--- config.mk ---
export PLATFORM = sky130hd
export DESIGN_NAME = ldi_word_aligner
export DESIGN_NICKNAME = d
export VERILOG_FILES = /design/src/rtl/ldi_pkg.sv /design/src/rtl/ldi_lane_rotator.sv /design/src/rtl/ldi_word_aligner.sv
export SDC_FILE = /design/constraint.sdc
export NUM_CORES = 1
export LEC_CHECK = 0
export CAP_MARGIN = 20
export CORE_ASPECT_RATIO = 1.1
export CORE_MARGIN = 2
export CORE_UTILIZATION = 52
export CTS_BUF_LIST = sky130_fd_sc_hd__clkbuf_8
export CTS_CLUSTER_SIZE = 28
export DETAILED_ROUTE_END_ITERATION = 8
export PLACE_DENSITY = 0.79
export SKIP_LAST_GASP = 1
export SYNTH_ARGS = -nofsm -noshare
export SYNTH_HDL_FRONTEND = slang
export SYNTH_HIERARCHICAL = 1
export SYNTH_SLANG_ARGS = --single-unit
--- constraint.sdc ---
create_clock -name clock -period 3.2 [get_ports clock]
set_input_delay 0.64 -clock clock [delete_from_list [all_inputs] [get_ports clock]]
set_output_delay 0.64 -clock clock [all_outputs]
set_load 0.02 [all_outputs]
--- src/rtl/ldi_pkg.sv ---
// Shared definitions for the LDI receive word aligner.
//   LDI_WORD_W      : bits per deserialized LDI word (7)
//   LDI_CLK_PATTERN : clock-lane word once correctly aligned, MSB earliest
//   ldi_align_state_t : aligner FSM states
//   ldi_next_slip / ldi_sat_inc : slip advance with wrap, 8-bit saturating increment
package ldi_pkg;

  localparam int unsigned LDI_WORD_W      = 7;
  localparam logic [6:0]  LDI_CLK_PATTERN = 7'b1100011;
  localparam logic [2:0]  LDI_MAX_SLIP    = 3'd6;
  localparam logic [7:0]  LDI_SWEEP_LEN   = 8'd7;

  typedef enum logic [1:0] {
    SEARCH,
    VERIFY,
    LOCKED
  } ldi_align_state_t;

  function automatic logic [2:0] ldi_next_slip(input logic [2:0] s);
    return (s == LDI_MAX_SLIP) ? 3'd0 : s + 3'd1;
  endfunction

  function automatic logic [7:0] ldi_sat_inc(input logic [7:0] c);
    return (c == 8'hFF) ? c : c + 8'd1;
  endfunction

endpackage

--- src/rtl/ldi_lane_rotator.sv ---
// One lane of the LDI word aligner: registers the previous word and selects a
// 7-bit window out of {prev, cur} according to the current slip.
//   clock, reset_n : pixel clock, async active-low reset
//   word_i         : raw lane word, MSB earliest
//   slip_i         : rotation 0..6; 0 passes the previous word unchanged
//   word_o         : rotated word (combinational from prev register and word_i)
module ldi_lane_rotator
  import ldi_pkg::*;
(
  input  logic                  clock,
  input  logic                  reset_n,
  input  logic [LDI_WORD_W-1:0] word_i,
  input  logic [2:0]            slip_i,
  output logic [LDI_WORD_W-1:0] word_o
);

  logic [LDI_WORD_W-1:0]   prev_q;
  logic [2*LDI_WORD_W-1:0] window;
  logic [2*LDI_WORD_W-1:0] shifted;

  always_ff @(posedge clock or negedge reset_n) begin
    if (!reset_n) prev_q <= '0;
    else          prev_q <= word_i;
  end

  // Bit 13 of the window is the earliest bit; shifting left by slip puts
  // window[13-slip : 7-slip] into the top seven bits.
  always_comb begin
    window  = {prev_q, word_i};
    shifted = window << slip_i;
    word_o  = shifted[2*LDI_WORD_W-1:LDI_WORD_W];
  end

endmodule

--- src/rtl/ldi_word_aligner.sv ---
// LDI receive word aligner. Searches the bit rotation at which the clock-lane
// word equals PATTERN, qualifies it over LOCK_COUNT consecutive matches, then
// applies the same rotation to all data lanes while monitoring for loss.
//   clock, reset_n   : pixel clock, async active-low reset
//   enable           : run; low forces SEARCH and clears counters/flags
//   clk_lane_word    : raw clock-lane word (MSB earliest)
//   data_lane_words  : raw data-lane words, lane k at [7k+6:7k]
//   aligned_data     : registered rotated data-lane words
//   aligned_valid    : registered, high while locked and enabled
//   locked           : lock status
//   slip             : current rotation 0..6
//   lock_lost        : one-cycle pulse when lock drops due to errors
//   sweep_fail       : sticky, a full 7-slip sweep found no match
module ldi_word_aligner
  import ldi_pkg::*;
#(
  parameter int unsigned           LANES      = 4,
  parameter logic [LDI_WORD_W-1:0] PATTERN    = LDI_CLK_PATTERN,
  parameter int unsigned           LOCK_COUNT = 16,
  parameter int unsigned           LOSS_COUNT = 4,
  parameter int unsigned           SETTLE     = 2
) (
  input  logic                        clock,
  input  logic                        reset_n,
  input  logic                        enable,
  input  logic [LDI_WORD_W-1:0]       clk_lane_word,
  input  logic [LDI_WORD_W*LANES-1:0] data_lane_words,
  output logic [LDI_WORD_W*LANES-1:0] aligned_data,
  output logic                        aligned_valid,
  output logic                        locked,
  output logic [2:0]                  slip,
  output logic                        lock_lost,
  output logic                        sweep_fail
);

  localparam logic [7:0] LOCK_THR  = 8'(LOCK_COUNT);
  localparam logic [7:0] LOSS_THR  = 8'(LOSS_COUNT);
  localparam logic [3:0] SETTLE_LD = 4'(SETTLE);

  ldi_align_state_t state_q, state_d;
  logic [2:0] slip_q, slip_d;
  logic [3:0] settle_q, settle_d;
  logic [7:0] match_cnt_q, match_cnt_d;
  logic [7:0] err_cnt_q, err_cnt_d;
  logic [7:0] sweep_cnt_q, sweep_cnt_d;
  logic       sweep_fail_q, sweep_fail_d;
  logic       lock_lost_q, lock_lost_d;
  logic       locked_q, locked_d;
  logic       valid_q;
  logic [LDI_WORD_W*LANES-1:0] aligned_q, data_rot;
  logic [LDI_WORD_W-1:0]       clk_rot;
  logic       clk_match;
  logic       advance;
  logic [7:0] cnt_inc;

  ldi_lane_rotator u_clk_rot (
    .clock   (clock),
    .reset_n (reset_n),
    .word_i  (clk_lane_word),
    .slip_i  (slip_q),
    .word_o  (clk_rot)
  );

  for (genvar k = 0; k < LANES; k++) begin : g_lane
    ldi_lane_rotator u_data_rot (
      .clock   (clock),
      .reset_n (reset_n),
      .word_i  (data_lane_words[LDI_WORD_W*k +: LDI_WORD_W]),
      .slip_i  (slip_q),
      .word_o  (data_rot[LDI_WORD_W*k +: LDI_WORD_W])
    );
  end

  assign clk_match = (clk_rot == PATTERN);

  always_comb begin
    state_d      = state_q;
    slip_d       = slip_q;
    settle_d     = settle_q;
    match_cnt_d  = match_cnt_q;
    err_cnt_d    = err_cnt_q;
    sweep_cnt_d  = sweep_cnt_q;
    sweep_fail_d = sweep_fail_q;
    lock_lost_d  = 1'b0;
    advance      = 1'b0;
    cnt_inc      = '0;

    if (!enable) begin
      // Settle is held loaded so a re-enable starts with a fresh settle window.
      state_d      = SEARCH;
      settle_d     = SETTLE_LD;
      match_cnt_d  = '0;
      err_cnt_d    = '0;
      sweep_cnt_d  = '0;
      sweep_fail_d = 1'b0;
    end else if (settle_q != '0) begin
      settle_d = settle_q - 4'd1;
    end else begin
      case (state_q)
        SEARCH: begin
          if (clk_match) begin
            state_d     = VERIFY;
            match_cnt_d = 8'd1;
            sweep_cnt_d = '0;
          end else begin
            advance = 1'b1;
          end
        end
        VERIFY: begin
          if (clk_match) begin
            cnt_inc     = ldi_sat_inc(match_cnt_q);
            match_cnt_d = cnt_inc;
            sweep_cnt_d = '0;
            if (cnt_inc == LOCK_THR) begin
              state_d      = LOCKED;
              err_cnt_d    = '0;
              sweep_fail_d = 1'b0;
            end
          end else begin
            state_d     = SEARCH;
            match_cnt_d = '0;
            advance     = 1'b1;
          end
        end
        LOCKED: begin
          if (clk_match) begin
            err_cnt_d   = '0;
            sweep_cnt_d = '0;
          end else begin
            cnt_inc   = ldi_sat_inc(err_cnt_q);
            err_cnt_d = cnt_inc;
            if (cnt_inc == LOSS_THR) begin
              // Slip is kept: the search resumes at the rotation that was locked.
              state_d     = SEARCH;
              err_cnt_d   = '0;
              match_cnt_d = '0;
              settle_d    = SETTLE_LD;
              lock_lost_d = 1'b1;
            end
          end
        end
        default: state_d = SEARCH;
      endcase

      if (advance) begin
        slip_d      = ldi_next_slip(slip_q);
        settle_d    = SETTLE_LD;
        sweep_cnt_d = ldi_sat_inc(sweep_cnt_q);
        if (sweep_cnt_d >= LDI_SWEEP_LEN) sweep_fail_d = 1'b1;
      end
    end
  end

  assign locked_d = (state_d == LOCKED);

  always_ff @(posedge clock or negedge reset_n) begin
    if (!reset_n) begin
      state_q      <= SEARCH;
      slip_q       <= '0;
      settle_q     <= '0;
      match_cnt_q  <= '0;
      err_cnt_q    <= '0;
      sweep_cnt_q  <= '0;
      sweep_fail_q <= 1'b0;
      lock_lost_q  <= 1'b0;
      locked_q     <= 1'b0;
      valid_q      <= 1'b0;
      aligned_q    <= '0;
    end else begin
      state_q      <= state_d;
      slip_q       <= slip_d;
      settle_q     <= settle_d;
      match_cnt_q  <= match_cnt_d;
      err_cnt_q    <= err_cnt_d;
      sweep_cnt_q  <= sweep_cnt_d;
      sweep_fail_q <= sweep_fail_d;
      lock_lost_q  <= lock_lost_d;
      locked_q     <= locked_d;
      valid_q      <= locked_d & enable;
      aligned_q    <= data_rot;
    end
  end

  assign aligned_data  = aligned_q;
  assign aligned_valid = valid_q;
  assign locked        = locked_q;
  assign slip          = slip_q;
  assign lock_lost     = lock_lost_q;
  assign sweep_fail    = sweep_fail_q;

endmodule

==> impl_metrics.py, run 1 <==
metrics = {
    "timing": {
        "tightest_slew_ps": 736.7,
        "min_period_ps": 3091,
        "timing.final.crit_share": 0.9661,
        "finalWorstSetupSlack_ps": 108.6,
        "hold_violations": 0,
        "rsz0062_at_grt": "no",
        "clock_skew_ps": 12.66,
        "whs_ps": 327.0,
        "slew_viol_final": 0,
        "timing.fmax_mhz": 323.5,
        "max_slew_margin": 0.5088,
        "setup_viol": 0,
    },
    "yosys": {
        "yosysUniqueCellTypes": 65,
        "ys.flop_type": "dfrtp_1",
        "ys_seq_area_frac": 0.4410,
        "ys_warn_count": 6,
        "synth_seq_cells": 100,
        "synth_edf_count": 0,
        "syn-instance-count": 449,
        "avgSynthCellArea_um2": 12.64,
        "async_reset_ff_frac": 1.000,
        "synth_nets": 496,
        "syn-cell-area_um2": 5674,
    },
    "placement": {
        "gp_congestion": 0.9142,
        "pre_cts_ws_ps": -293.9,
        "io_buffers": 72,
        "dp_cells": 660,
        "dp_hpwl_um": 8456,
    },
    "worst_setup_path": {
        "r2r_start": "slip[0]$_DFFE_PN0P_",
        "crit_required_ps": 3460,
        "r2r_cells": 9,
        "critPathKind": "in -> reg",
        "regToRegEndpoint": "match_cnt_q[0]$_DFFE_PN0P_",
        "rrSetupSlack_ps": 280,
        "critPathMaxFanout": 14,
        "start_kind": "primary input",
        "cp-end-kind": "register",
        "arrival_ps": 3350,
    },
    "detailed_routing": {
        "wl_per_cell_um": 17.07,
        "vias": 4031,
        "dr.pass1.iters": 4,
        "drtIter0Drc": 173,
        "drcViolationCount": 0,
        "drt-total-wl_um": 11520,
        "antenna_left": 0,
        "viasPerCell": 5.972,
    },
    "cts": {
        "cts_root_buffer": "clkbuf_8",
        "ctsHoldBuffers": 0,
        "clock_latency_ps": 360,
        "htreeDepth": 3,
        "clock-sinks": 100,
        "cts_tree": "done",
        "cts_max_path_buffers": 2,
        "cts_made_buffers": 9,
        "clk_pin_slew_worst_paths_ps": 100,
    },
    "floorplan": {
        "num_rows": 40,
        "ioPinCount": 73,
        "die_w_um": 103.6,
        "dieArea_um2": 11760,
        "start_util": 0.5273,
        "core_area_um2": 10760,
        "die_h_um": 113.6,
    },
    "finish": {
        "final_cell_mix": "98 x dfrtp_1, 71 x clkdlybuf4s50_1, 45 x mux4_2, 39 x mux2_2, 37 x nand2_1",
        "drive_gt1_frac": 0.2708,
        "layout_commonest_cell": "dfrtp_1",
        "fillCellCount": 817,
        "final_core_util": 0.6253,
        "nets": 571,
        "antennaDiodeCount": 0,
        "area.growth.synth_to_final_pct": 18.59,
        "layoutNonFillerInstCount": 675,
    },
    "global_routing": {
        "grt_pass1_vias": 4169,
        "overflow": 0,
        "antenna_found_initial": 0,
        "grt_pass1_wl_um": 19990,
        "grt_max_degree": 60,
        "grt_usage": 0.2093,
    },
    "pwr": {
        "pwr_density_cell_nw_per_um2": 698.4,
        "p_total_w": 0.004699,
        "vdd_ir_drop_max_mv": 0.4667,
        "p_leak_nw": 2.657,
    },
    "status": {
        "status": "complete, no violations",
    },
    "hold_path": {
        "hold_class": "in -> async",
    },
    "run": {
        "cap_violations": 0,
    },
}
[worst max-delay path, stage by stage]
cell,delay (ps)
clkdlybuf4s50_1,490
mux4_2,520
mux2_2,270
and4bb_2,360
a21bo_2,150
o2111ai_1,160
a211oi_4,260
buf_12,170
nor3_1,50
a211o_2,270
[report_power, final]
| part | switching [W] | total (W) | internal (W) |
|---|---|---|---|
| combinational | 0.000976 | 0.00227 | 0.00129 |
| clock | 0.000401 | 0.000771 | 0.000371 |
| sequential | 0.000147 | 0.00166 | 0.00151 |
| total | 0.00152 | 0.00470 | 0.00318 |
[synthesized netlist by cell type (all sizes together), types with 2 or more instances]
cell | n | area, um^2
nand2 | 37 | 138.9
a22oi | 2 | 15.01
a31o | 6 | 52.55
and4 | 4 | 36.29
mux2 | 39 | 439.2
nor2 | 16 | 60.06
o21a | 2 | 15.01
buf | 21 | 176.4
a21o | 5 | 40.04
or3b | 2 | 17.52
o21ai | 21 | 105.1
or4 | 2 | 18.77
nor4 | 2 | 12.51
a22o | 3 | 26.28
o311ai | 2 | 25.03
a21oi | 24 | 123.9
a211oi | 7 | 70.07
ha | 9 | 112.6
mux4 | 45 | 1013
a31oi | 7 | 43.79
nor3b | 4 | 30.03
nand3 | 16 | 92.59
and3 | 7 | 48.80
clkbuf | 8 | 33.78
a41oi | 2 | 17.52
dfrtp | 100 | 2502
nor2b | 3 | 18.77
xor2 | 2 | 17.52
o2111ai | 2 | 17.52
inv | 7 | 26.28
and2 | 5 | 31.28
nor3 | 11 | 55.05
xnor2 | 4 | 35.03
and4bb | 2 | 25.02
nand2b | 2 | 12.51
nand4 | 3 | 18.77
[state kept, by name (all words and copies together) (netlist names)]
name,flops
aligned_data,28
aligned_valid,1
err_cnt_q,8
g_lane.u_data_rot/prev_q,28
lock_lost,1
locked,1
match_cnt_q,8
settle_q,4
slip,3
state_q,2
sweep_cnt_q,8
sweep_fail,1
u_clk_rot/prev_q,7
[area by class of cell]
class                           count  area (um^2)  area share
Multi-Input combinational cell    312         2935      0.4362
Sequential cell                   100         2505      0.3723
Timing Repair Buffer               93        888.4      0.1320
Tap cell                          147        183.9     0.02733
Clock buffer                       10        137.6     0.02045
Clock inverter                      5        48.80    0.007252
Inverter                            8        30.03    0.004463
[how the worst max path moves through the flow]
stage	start	to
global placement	clk_lane_word[6]	match_cnt_q[0]$_DFFE_PN0P_
CTS	clk_lane_word[6]	match_cnt_q[4]$_DFFE_PN0P_
detailed placement	clk_lane_word[6]	match_cnt_q[4]$_DFFE_PN0P_
global route	clk_lane_word[6]	match_cnt_q[4]$_DFFE_PN0P_
floorplan	slip[0]$_DFFE_PN0P_	sweep_cnt_q[7]$_DFFE_PN0P_
finish	clk_lane_word[6]	match_cnt_q[0]$_DFFE_PN0P_
[what timing repair did]
item                                    CTS  global route
gates resized for setup                   0             1
endpoints found under the setup margin    0             3
buffers inserted                          0             0
endpoints found under the hold margin     0             0
[layer usage]
metal	vias to the layer above	routed length [um]	track usage
met5	-	0	0
met4	0	136	0.06126
met3	12	476	0.04571
met2	92	6029	0.3775
met1	2039	4880	0.2556
li1	1888	-	-
[cell families (layout without fill, tap and decap cells)]
group	Yosys count	in the layout	share of synthesized area
multiplexers	84	84	0.2560
AO/OA/AOI/OAI	94	94	0.1180
AND/OR/NAND/NOR	119	119	0.1136
adder cells (fa/ha/maj)	9	9	0.01985
flip-flops	100	100	0.4410
buffers and inverters	37	116	0.04234
XOR/XNOR	6	6	0.009261
[stage by stage]
step / setup TNS, ps / cell area [um^2]
floorplan: 0 / 5674
global placement: -3084 / 6539
detailed placement: -5740 / 6539
CTS: 0 / 6725
global route: 0 / 6729
finish: 0 / 6729
(Power assumes the default switching activity.)
==> run 2: changes to the inputs <==
--- a/config.mk
+++ b/config.mk
@@ -8,7 +8,7 @@
 export CAP_MARGIN = 20
 export CORE_ASPECT_RATIO = 1.1
 export CORE_MARGIN = 2
-export CORE_UTILIZATION = 52
+export CORE_UTILIZATION = 55
 export CTS_BUF_LIST = sky130_fd_sc_hd__clkbuf_8
 export CTS_CLUSTER_SIZE = 28
 export DETAILED_ROUTE_END_ITERATION = 8
==> constraint.sdc (replaced) <==
create_clock -name clock -period 3.65 [get_ports clock]
set_input_delay 0.73 -clock clock [delete_from_list [all_inputs] [get_ports clock]]
set_output_delay 0.73 -clock clock [all_outputs]
set_load 0.02 [all_outputs]
==> run 2 against run 1 <==
  * Sequential share of layout area up 0.31 points
  * Cell count is 5.2% lower
  * Combinational power decreased by 12%
  * Design area is 0.84% lower
  * Critical path type unchanged
  * Power decreased by 9.9%
  * First-iteration DRC count fell by 9.2%
  * Via count is 0.25% lower
  * Core utilization up 4.6 points
==> impl_metrics.py, run 2 (synthesized netlist as in run 1, its figures left out) <==
metrics = {
    "timing": {
        "slew_viol_final": 0,
        "clock_skew_ps": 15.63,
        "tightest_slew_ps": 677.4,
        "hold_violations": 0,
        "final.setup.tns_ps": 0,
        "timing.final.crit_share": 0.8900,
        "min_period_ps": 3248,
        "rsz0062_at_grt": "no",
        "max_slew_margin": 0.5484,
        "setup_viol": 0,
        "timing.fmax_mhz": 307.9,
    },
    "run": {
        "cap_violations": 0,
    },
    "cts": {
        "clock_latency_ps": 370,
        "postCtsSetupBuffers": 0,
        "ctsHoldBuffers": 0,
        "htreeDepth": 3,
        "cts_root_buffer": "clkbuf_8",
        "cts_made_buffers": 9,
        "post_cts_resized": 0,
        "cts_max_path_buffers": 2,
        "clock-sinks": 100,
        "clk_pin_slew_worst_paths_ps": 90,
        "cts_tree": "done",
    },
    "global_routing": {
        "grt_usage": 0.2229,
        "grt_pass1_wl_um": 20150,
        "antenna_found_initial": 0,
        "grt_pass1_vias": 4099,
        "overflow": 0,
        "grt_max_degree": 101,
    },
    "detailed_routing": {
        "dr.pass1.iters": 4,
        "vias": 4021,
        "drtIter0Drc": 157,
        "viasPerCell": 6.283,
        "antenna_left": 0,
        "drt-total-wl_um": 11550,
        "wl_per_cell_um": 18.04,
        "drcViolationCount": 0,
    },
    "floorplan": {
        "die_w_um": 100.8,
        "num_rows": 38,
        "ioPinCount": 73,
        "start_util": 0.5710,
        "core_area_um2": 9937,
        "die_h_um": 110.5,
        "dieArea_um2": 11150,
    },
    "worst_setup_path": {
        "slowest_stage": "mux4_2",
        "slowest_delay_ps": 510,
        "arrival_ps": 3510,
        "critPathBufInv": 2,
        "start_kind": "primary input",
        "cp-end-kind": "register",
        "crit_required_ps": 3910,
        "crit_chain": "clkdlybuf4s50_1 > mux4_2 > mux2_2 > and4bb_2 > a21bo_2 > o2111ai_1 > a211oi_4 > buf_12 > a41oi_1 > a211oi_1",
        "critPathKind": "in -> reg",
        "crit_family": "compound AO/OA/AOI/OAI gates",
        "critPathMaxFanout": 16,
    },
    "placement": {
        "dp_hpwl_um": 8173,
        "gp_congestion": 0.9064,
        "io_buffers": 72,
    },
    "hold_path": {
        "hold_class": "in -> async",
    },
    "finish": {
        "antennaDiodeCount": 0,
        "area.growth.synth_to_final_pct": 17.60,
        "fillCellCount": 700,
        "final_cell_mix": "98 x dfrtp_1, 71 x clkdlybuf4s50_1, 45 x mux4_2, 39 x mux2_2, 37 x nand2_1",
        "layout_commonest_cell": "dfrtp_1",
        "final_core_util": 0.6715,
        "drive_gt1_frac": 0.2635,
        "nets": 562,
    },
    "pwr": {
        "pwr_density_cell_nw_per_um2": 634.3,
        "vdd_ir_drop_max_mv": 0.3319,
        "p_leak_nw": 2.625,
    },
    "status": {
        "status": "complete, no violations",
    },
}
[run 2: changes by cell type in the layout (fill, tap and decap cells not counted), sizes merged]
cell | before | now
inv | 10 | 9
buf | 22 | 13
clkinv | 1 | 3
clkbuf | 10 | 9
bufinv | 1 | 2
[run 2: where the power goes]
part           internal (W)  total, W  switching (W)
Sequential          0.00132   0.00145       0.000129
Combinational       0.00113   0.00199       0.000864
Clock              0.000391  0.000787       0.000396
Total               0.00284   0.00423        0.00139
[run 2: layout make-up]
class | instances | area [um^2] | area share
well taps | 120 | 150.1 | 0.02250
inverters | 8 | 30.03 | 0.004500
repair buffers | 84 | 833.3 | 0.1249
clock inverters | 7 | 98.84 | 0.01481
multi-input cells | 312 | 2932 | 0.4393
flip-flops and latches | 100 | 2505 | 0.3754
clock buffers | 9 | 123.9 | 0.01856
[run 2: worst paths after layout]
check                                   startpoint                    endpoint  slack, ps  cells after the start
max                               clk_lane_word[6]  match_cnt_q[4]$_DFFE_PN0P_        400                     10
min in group clock         settle_q[0]$_DFFE_PN0P_     settle_q[0]$_DFFE_PN0P_        520                      1
max in group asynchronous                  reset_n         slip[2]$_DFFE_PN0P_       2850                      2
min reg2reg                settle_q[0]$_DFFE_PN0P_     settle_q[0]$_DFFE_PN0P_        520                      1
max reg2reg                    slip[0]$_DFFE_PN0P_  match_cnt_q[4]$_DFFE_PN0P_        630                      9
min                                        reset_n   aligned_data[5]$_DFF_PN0_        400                      2
[run 2: per-stage QoR]
stage	cells	cell area, um^2	setup WS, ps	hold slack (ps)	total power, W
finish	640	6673	401.7	399.8	0.004232
global route	640	6673	285.0	438.9	0.004482
CTS	640	6673	402.8	423.8	0.004278
detailed placement	624	6450	29.43	501.2	0.003478
global placement	624	6450	142.6	486.2	0.003424
floorplan	449	5674	467.8	434.4	0.002962
[run 2: metal layers]
metal / track usage / wire length (um) / vias up
met4: 0.05205 / 89 / 0
met1: 0.2852 / 4713 / 2048
met5: 0 / 0 / -
met3: 0.04873 / 523 / 9
met2: 0.3849 / 6220 / 97
li1: - / - / 1867
